==> config.mk <==
export PLATFORM = sky130hd
export DESIGN_NAME = vg_row_fetch_flat
export DESIGN_NICKNAME = d
export VERILOG_FILES = /design/src/rtl/vg_row_fetch_if.sv /design/src/rtl/vg_row_fetch.sv /design/src/flat_wrapper.sv
export SDC_FILE = /design/constraint.sdc
export NUM_CORES = 2
export LEC_CHECK = 0
export CORE_ASPECT_RATIO = 0.5
export CORE_UTILIZATION = 45
export CTS_CLUSTER_SIZE = 25
export DETAILED_ROUTE_END_ITERATION = 10
export PLACE_DENSITY = 0.65
export SYNTH_ARGS = -nofsm -noshare
export SYNTH_HDL_FRONTEND = slang
export SYNTH_SLANG_ARGS = --single-unit
==> constraint.sdc <==
create_clock -name clk_sys -period 5.5 [get_ports clk_sys]
set_input_delay 1.375 -clock clk_sys [delete_from_list [all_inputs] [get_ports clk_sys]]
set_output_delay 1.375 -clock clk_sys [all_outputs]
set_load 0.01 [all_outputs]
==> src/rtl/vg_row_fetch_if.sv <==
// DMA handshake and display read port of the VG75-class row-fetch engine.
// The engine connects through the slave modport; the DMA/display side uses the master modport.
interface vg_row_fetch_if #(
   parameter int DATA_W = 8,
   parameter int COL_W  = 7
);
   logic              drq;
   logic              dack;
   logic [DATA_W-1:0] idata;
   logic [COL_W-1:0]  rd_col;
   logic [DATA_W-1:0] rd_data;

   modport master (
      input  drq, rd_data,
      output dack, idata, rd_col
   );

   modport slave (
      output drq, rd_data,
      input  dack, idata, rd_col
   );
endinterface

==> src/rtl/vg_row_fetch.sv <==
// DMA row-fetch engine: bursts one character row into a ping-pong buffer on each row_start
// while the display side reads the previously completed row from the other bank.
module vg_row_fetch #(
   parameter int MAX_COLS = 80,
   parameter int COL_W    = 7,
   parameter int DATA_W   = 8
) (
   input  logic             clk_sys,
   input  logic             reset_n,
   input  logic             ce,
   input  logic             enable,
   input  logic [COL_W-1:0] cfg_cols,
   input  logic [1:0]       cfg_burst_len,
   input  logic [2:0]       cfg_burst_gap,
   input  logic             frame_start,
   input  logic             row_start,
   input  logic             clr_status,
   output logic             eos,
   output logic             underrun,
   vg_row_fetch_if.slave    bus
);
   localparam int PTR_W = COL_W + 1;
   localparam logic [PTR_W-1:0] LAST_MAX = PTR_W'(MAX_COLS - 1);

   typedef enum logic [1:0] {IDLE, FETCH, GAP, DONE} state_t;

   state_t            state;
   logic              req;
   logic              dmae;
   logic              wbank;
   logic              dack_q;
   logic [PTR_W-1:0]  wptr;
   logic [PTR_W-1:0]  len [2];
   logic [2:0]        bcnt;
   logic [5:0]        gcnt;
   logic [DATA_W-1:0] mem [2**PTR_W];

   logic [PTR_W-1:0]  row_last;
   logic [2:0]        blen_m1;
   logic [5:0]        gap_val;
   logic              accept;
   logic              take;
   logic              is_ctrl;
   logic              wr_en;
   logic              wr_last;
   logic              rs_dmae;

   always_comb begin
      row_last = ({1'b0, cfg_cols} > LAST_MAX) ? LAST_MAX : {1'b0, cfg_cols};
      blen_m1  = 3'((4'b0001 << cfg_burst_len) - 4'b0001);
      gap_val  = (cfg_burst_gap == 3'd0) ? 6'd0 : ({cfg_burst_gap, 3'b000} - 6'd1);
      accept   = bus.dack & ~dack_q;
      // row_start and frame_start take priority over a coincident DMA byte
      take     = accept & (state == FETCH) & dmae & enable & ~row_start & ~frame_start;
      is_ctrl  = (bus.idata[7:4] == 4'hF) & bus.idata[0];
      wr_en    = take & ~is_ctrl;
      wr_last  = (wptr == row_last);
      rs_dmae  = frame_start ? enable : (dmae & enable);
   end

   assign bus.drq = req;

   always_ff @(posedge clk_sys) begin
      if (wr_en) mem[{wbank, wptr[COL_W-1:0]}] <= bus.idata;
   end

   // Columns at or beyond the stored row length read as blank
   always_ff @(posedge clk_sys or negedge reset_n) begin
      if (!reset_n) bus.rd_data <= '0;
      else if ({1'b0, bus.rd_col} < len[~wbank]) bus.rd_data <= mem[{~wbank, bus.rd_col}];
      else bus.rd_data <= '0;
   end

   always_ff @(posedge clk_sys or negedge reset_n) begin
      if (!reset_n) begin
         state    <= IDLE;
         req      <= 1'b0;
         dmae     <= 1'b0;
         wbank    <= 1'b0;
         dack_q   <= 1'b0;
         wptr     <= '0;
         len[0]   <= '0;
         len[1]   <= '0;
         bcnt     <= '0;
         gcnt     <= '0;
         eos      <= 1'b0;
         underrun <= 1'b0;
      end else begin
         dack_q <= bus.dack;
         if (clr_status) begin
            underrun <= 1'b0;
            eos      <= 1'b0;
         end
         if (row_start && !frame_start && (state == FETCH || state == GAP) && dmae) begin
            // Row still incomplete: keep the display bank and stop fetching until next frame
            underrun <= 1'b1;
            dmae     <= 1'b0;
            req      <= 1'b0;
            state    <= IDLE;
         end else if (row_start) begin
            dmae       <= rs_dmae;
            wbank      <= ~wbank;
            wptr       <= '0;
            bcnt       <= '0;
            len[~wbank] <= '0;
            state      <= rs_dmae ? FETCH : IDLE;
            req        <= rs_dmae;
         end else if (frame_start) begin
            dmae  <= enable;
            wptr  <= '0;
            bcnt  <= '0;
            state <= IDLE;
            req   <= 1'b0;
         end else begin
            if (!enable) begin
               dmae <= 1'b0;
               req  <= 1'b0;
            end
            unique case (state)
               FETCH: begin
                  if (take) begin
                     if (is_ctrl) begin
                        len[wbank] <= wptr;
                        state      <= DONE;
                        req        <= 1'b0;
                        if (bus.idata[1]) begin
                           eos  <= 1'b1;
                           dmae <= 1'b0;
                        end
                     end else begin
                        wptr <= wptr + 1'b1;
                        if (wr_last) begin
                           len[wbank] <= row_last + 1'b1;
                           state      <= DONE;
                           req        <= 1'b0;
                        end else if (bcnt == blen_m1) begin
                           bcnt <= '0;
                           if (gap_val != 6'd0) begin
                              state <= GAP;
                              gcnt  <= gap_val;
                              req   <= 1'b0;
                           end
                        end else begin
                           bcnt <= bcnt + 1'b1;
                        end
                     end
                  end
               end
               GAP: begin
                  if (ce) begin
                     if (gcnt <= 6'd1) begin
                        state <= FETCH;
                        req   <= dmae & enable;
                     end else begin
                        gcnt <= gcnt - 1'b1;
                     end
                  end
               end
               default: ;
            endcase
         end
      end
   end
endmodule
==> src/flat_wrapper.sv <==
// flat-port wrapper written by rule: the top's interface ports become plain ports
module vg_row_fetch_flat 
#(
   parameter int MAX_COLS = 80,
   parameter int COL_W    = 7,
   parameter int DATA_W   = 8
)
  (clk_sys, reset_n, ce, enable, cfg_cols, cfg_burst_len, cfg_burst_gap, frame_start, row_start, clr_status, eos, underrun, bus_drq, bus_rd_data, bus_dack, bus_idata, bus_rd_col);
  vg_row_fetch_if #(.DATA_W(DATA_W), .COL_W(COL_W)) bus_i ();
  input  logic clk_sys;
  input  logic reset_n;
  input  logic ce;
  input  logic enable;
  input  logic [COL_W-1:0] cfg_cols;
  input  logic [1:0] cfg_burst_len;
  input  logic [2:0] cfg_burst_gap;
  input  logic frame_start;
  input  logic row_start;
  input  logic clr_status;
  output logic eos;
  output logic underrun;
  output wire logic [$bits(bus_i.drq)-1:0] bus_drq;
  output wire logic [$bits(bus_i.rd_data)-1:0] bus_rd_data;
  input wire logic [$bits(bus_i.dack)-1:0] bus_dack;
  input wire logic [$bits(bus_i.idata)-1:0] bus_idata;
  input wire logic [$bits(bus_i.rd_col)-1:0] bus_rd_col;
  assign bus_drq = bus_i.drq;
  assign bus_rd_data = bus_i.rd_data;
  assign bus_i.dack = bus_dack;
  assign bus_i.idata = bus_idata;
  assign bus_i.rd_col = bus_rd_col;
  vg_row_fetch #(.MAX_COLS(MAX_COLS), .COL_W(COL_W), .DATA_W(DATA_W)) u_core (.clk_sys(clk_sys), .reset_n(reset_n), .ce(ce), .enable(enable), .cfg_cols(cfg_cols), .cfg_burst_len(cfg_burst_len), .cfg_burst_gap(cfg_burst_gap), .frame_start(frame_start), .row_start(row_start), .clr_status(clr_status), .eos(eos), .underrun(underrun), .bus(bus_i));
endmodule
[After elaboration in Yosys (flattened, before gate mapping)]
Memories as Yosys holds them, arrays and structs flattened.
Index checks and enable logic that the tools add are counted.
Widths: inputs -> output; s select.
Operators by class
  add/sub/neg operators: 6
  $lt $le $gt $ge: 7
  equal/unequal tests: 20
  shifts and indexed selects: 1
  mux-type cells: 83
  bitwise operators: 19
  reductions and logical operators: 23
Operators by type and width (count)
  $mux 16: 6
  $mux 8: 11
  $mux 6: 8
  $mux 1: 33
  $bwmux 16: 2
  $mux 3: 7
  $mux 2: 10
  $add 8x1->8 const B: 2
  $and 16x16->16: 1
  $demux 8 s1: 2
  $not 16->16: 1
  $ne 7x5->1 const B: 2
  $ne 2x2->1 const B: 6
  $pmux 6 s2: 1
  $sub 6x1->6 const B: 2
  $reduce_and 11->1: 1
  $ne 5x5->1 const B: 2
  $reduce_and 5->1: 2
  $and 1x1->1: 9
  $reduce_bool 3->1: 3
  $eq 8x8->1: 1
  $lt 7x8->1: 1
  $reduce_bool 2->1: 4
  $gt 7x7->1 const B: 1
  27 further kinds: 41
Storage, ports and cells
  register bits after elaboration: 49
  memory bits (writable): 2048
  word-level logic and storage cells: 173
  memories: 1
Memory list
  u_core.mem: depth 256, width 8, rd ports 1, clocked after Yosys merged registers in 0, wr ports 1, line vg_row_fetch.sv:36  | logic [DATA_W-1:0] mem [2**PTR_W];

[Depth between registers and ports, before layout]
  depth in word-level cells: 12
  mapped depth: 12
  depth with buffers taken out: 9

[Worst setup path after synthesis]
Ideal clock, no wire load.
  path kind: in2reg
  from: in frame_start
  to: mem u_core.mem[137][0], enable pin
  data arrival time: 3345 ps
  required time: 5105 ps
  path slack: 1761 ps
  stages: 6
  path buffers: 1
  cells stage by stage: clkbuf_1 nor2_1 nand3_1 nor2_1 nand3_1 nor4bb_1
On the way
  word-level cells in the longest chain between the ends: 5
Ends and longest elaborated chain
  start, declared: line flat_wrapper.sv:17  | input logic frame_start;
  $not 1->1 (no source line)
  $and 1x1->1: line vg_row_fetch.sv:54  | take = accept & (state == FETCH) & dmae & enable & ~row_start & ~frame_start;
  $and 1x1->1: line vg_row_fetch.sv:56  | wr_en = take & ~is_ctrl;
  $mux 1: line vg_row_fetch.sv:64  | if (wr_en) mem[{wbank, wptr[COL_W-1:0]}] <= bus.idata;
  $mux 1 (not written as such): line vg_row_fetch.sv:64
  end, declared: line vg_row_fetch.sv:36
Every way passes these cells.

[Worst setup path after layout]
  from: reg u_core.wbank
  to: mem u_core.mem[180][1], enable pin
RTL lines
  start, declared: line vg_row_fetch.sv:30  | logic wbank;
  start signal, assigned: line vg_row_fetch.sv:102  | wbank <= ~wbank;
Straight into the memory's write port.

==> qor.yml <==
power_leakage_nw: 28.4
p_per_area_nw_per_um2: 352
synth_area_sq_um: 82200
design.portCount: 46
slew_violations: 0
viasPerCell: 6.16
cts_tree: "yes"
synth_area_leaders: "edfxtp_1 (75%), mux4_2 (12%), mux2i_1 (2.5%), dfrtp_1 (1.5%), nor2_1 (1.4%)"
die_area_sq_um: 184000
ir_drop_uv: 260
arrival_ns: 4.83
finalSetupViolCount: 0
cts_hold_buf: 0
grt_pass1_wl_um: 292000
total_power_mw: 32.2
status: "finished, final reports clean"
drc: 0
core_area_sq_um: 181000
gr-total-overflow: 0
drive_above_1_share: 0.200
portBuffers: 45
die_x_um: 606
nets: 4225
syn_to_final_growth_pct: 11.4
num_vias: 41500
hold_slack_ns: 0.512
clock-sinks: 2097
max_cap_viol_count: 0
skew_ns: 0.0374
clock_latency_ns: 0.84
rsz0062_at_grt: "no"
grt_max_degree: 144
final.period_utilization: 0.796
synth.most_common_cell: "edfxtp_1"
rows: 110
initialDrtViolationCount: 5469
clkSlewWorstSetupHoldPaths_ns: 0.06
ctsResizeCount: 0
startpoint_type: "flop"
cp_max_fo: 22
antenna_found_initial: 5
clock-root-buffer: "clkbuf_16"
htreeDepth: 4
seq_area_sq_um: 62700
synth_seq_cells: 2097
synth_warnings: 0
die_h_um: 304
worstPathRequired_ns: 5.95
finalSetupTns_ns: 0
crit_type: "reg2reg"
hold_violations: 0
hold_path_class: "reg2reg"
syn_inst: 4063
synth_cell_types: 80
grt.total_usage: 0.219
drtPass1Iterations: 6
routedWlPerCell_um: 29.9
synth_nets: 4116
wl_um: 201000
slew_headroom: 0.146
maxClockFrequency_ghz: 0.229
seq_area_frac_synth: 0.763
fill_cells: 14100
synth_top_cell_area_share: 0.748
multi_input_area_sq_um: 18200
yosys_most_used_dff: "edfxtp_1"
dpl.hpwl_um: 124000
worst_pin_slew_ns: 1.28
end_kind: "flop"
start_util: 0.455
routabilityCongestion: 0.839
syn_avg_cell_area_sq_um: 20.2
postCtsSetupBuffers: 0
grt_pass1_vias: 41500
postRouteAntennaNets: 0
synth_edf_count: 2048
min_period_ns: 4.38
synth.largest_area_cell: "edfxtp_1"
cts-buffers-inserted: 182
clk_path_buf_depth: 3
synth_commonest_cells: "edfxtp_1 (2,048), mux4_2 (440), nor2_1 (302), mux2i_1 (203), clkbuf_1 (143)"
synthArstFlopShare: 0.0234
## worst paths after layout
check / start / end / slack [ns] / cells past startpoint
min in group asynchronous: reset_n / u_core.bus.drq$_DFF_PN0_ / 0.72 / 2
hold reg to reg: u_core.len[7]$_DFFE_PN0P_ / u_core.len[7]$_DFFE_PN0P_ / 0.51 / 1
hold / removal: u_core.len[7]$_DFFE_PN0P_ / u_core.len[7]$_DFFE_PN0P_ / 0.51 / 1
setup / recovery: u_core.wbank$_DFFE_PN0P_ / u_core.mem[180][1]$_DFFE_PP_ / 1.12 / 4
max in group asynchronous: reset_n / u_core.bus.rd_data[6]$_DFF_PN0_ / 4.19 / 2
setup reg to reg: u_core.wbank$_DFFE_PN0P_ / u_core.mem[180][1]$_DFFE_PP_ / 1.12 / 4
## logic make-up after synthesis
group,share of synthesized area
and+or+nand+nor,0.0310
xor gates and xnor gates,0.00128
AOI/OAI and AO/OA,0.0410
muxes,0.145
DFF,0.763
buffers and inverters,0.0152
adders and majority gates,0.00274
## sequential cells by signal, indices dropped and copies added, names as in the netlist
name and count:
u_core.bus.rd_data 8, u_core.wptr 8, u_core.bus.drq 1, u_core.mem 2048, u_core.gcnt 6, u_core.state 2, u_core.len 16, u_core.dack_q 1
u_core.wbank 1, u_core.underrun 1, u_core.bcnt 3, u_core.dmae 1, u_core.eos 1
## layout make-up
class	count	area share
flip-flops and latches	2097	0.685
inverters	23	0.000943
repair buffers	180	0.0185
clock inverters	102	0.0102
diodes	2	0.0000547
multi-input cells	1688	0.199
clock buffers	240	0.0530
well taps	2408	0.0329
## per-stage QoR
| step | setup slack (ns) | instances | cell area, sq um | util |
|---|---|---|---|---|
| after floorplan | 1.76 | 4063 | 82200 | - |
| after global placement | 0.602 | 6396 | 85800 | 0.475 |
| after detailed placement | 0.611 | 6396 | 85800 | 0.475 |
| after CTS | 1.17 | 6738 | 91500 | 0.507 |
| after global routing | 0.873 | 6739 | 91500 | 0.507 |
| final | 1.12 | 6740 | 91500 | 0.507 |
## layout by cell type, fill, tap and decap left out, types with 9 or more instances in the layout
master           Yosys  final
nand3_1             71     71
buf_12               0     16
mux2i_1            203    203
clkinv_2             0     29
a22oi_1             74     74
clkbuf_1           143     53
nor3_1              14     14
inv_1               22     22
and3_1              15     15
o221ai_1            58     58
o211ai_1            15     15
mux4_2             440    440
buf_4               21    119
xnor2_1              9      9
a21oi_1             55     55
clkinv_1             1     40
a221oi_1            26     26
clkdlybuf4s50_1      0     32
a31oi_1             10     10
bufinv_16            0     12
nor2_1             302    300
o22a_1              11     11
or2_2                9      9
o22ai_1             28     28
ha_1                18     18
a211oi_1            45     45
nand2b_1             9      9
or3_1               11     11
a211o_1             10     10
o21ai_0             32     32
nand4_1             25     25
edfxtp_1          2048   2048
clkinvlp_4           0      9
dfrtp_1             49     49
a22o_1              41     41
clkbuf_16            0    185
nand2_1             72     72
## report_power, final
| group | internal, mW | leakage (nW) | switching, mW | total, mW |
|---|---|---|---|---|
| logic | 0.677 | 6.56 | 1.21 | 1.89 |
| clock network | 6.83 | 2.80 | 5.82 | 12.6 |
| registers | 17.6 | 19.0 | 0.106 | 17.7 |
## critical path, stage by stage (launching register included)
cell and delay (ns):
dfrtp_1 0.86, clkinv_1 0.75, nor2_1 0.55, nand3_1 0.79
nor2_1 1.04
## metal layers
layer | wire length [um] | global-route usage | vias up | share of wire
li1 | - | - | 17100 | -
met3 | 17400 | 0.0422 | 273 | 0.086
met1 | 83900 | 0.318 | 22200 | 0.42
met5 | 0 | 0 | - | 0
met2 | 95900 | 0.344 | 1887 | 0.48
met4 | 4220 | 0.0521 | 0 | 0.021
(Power assumes the default switching activity.)
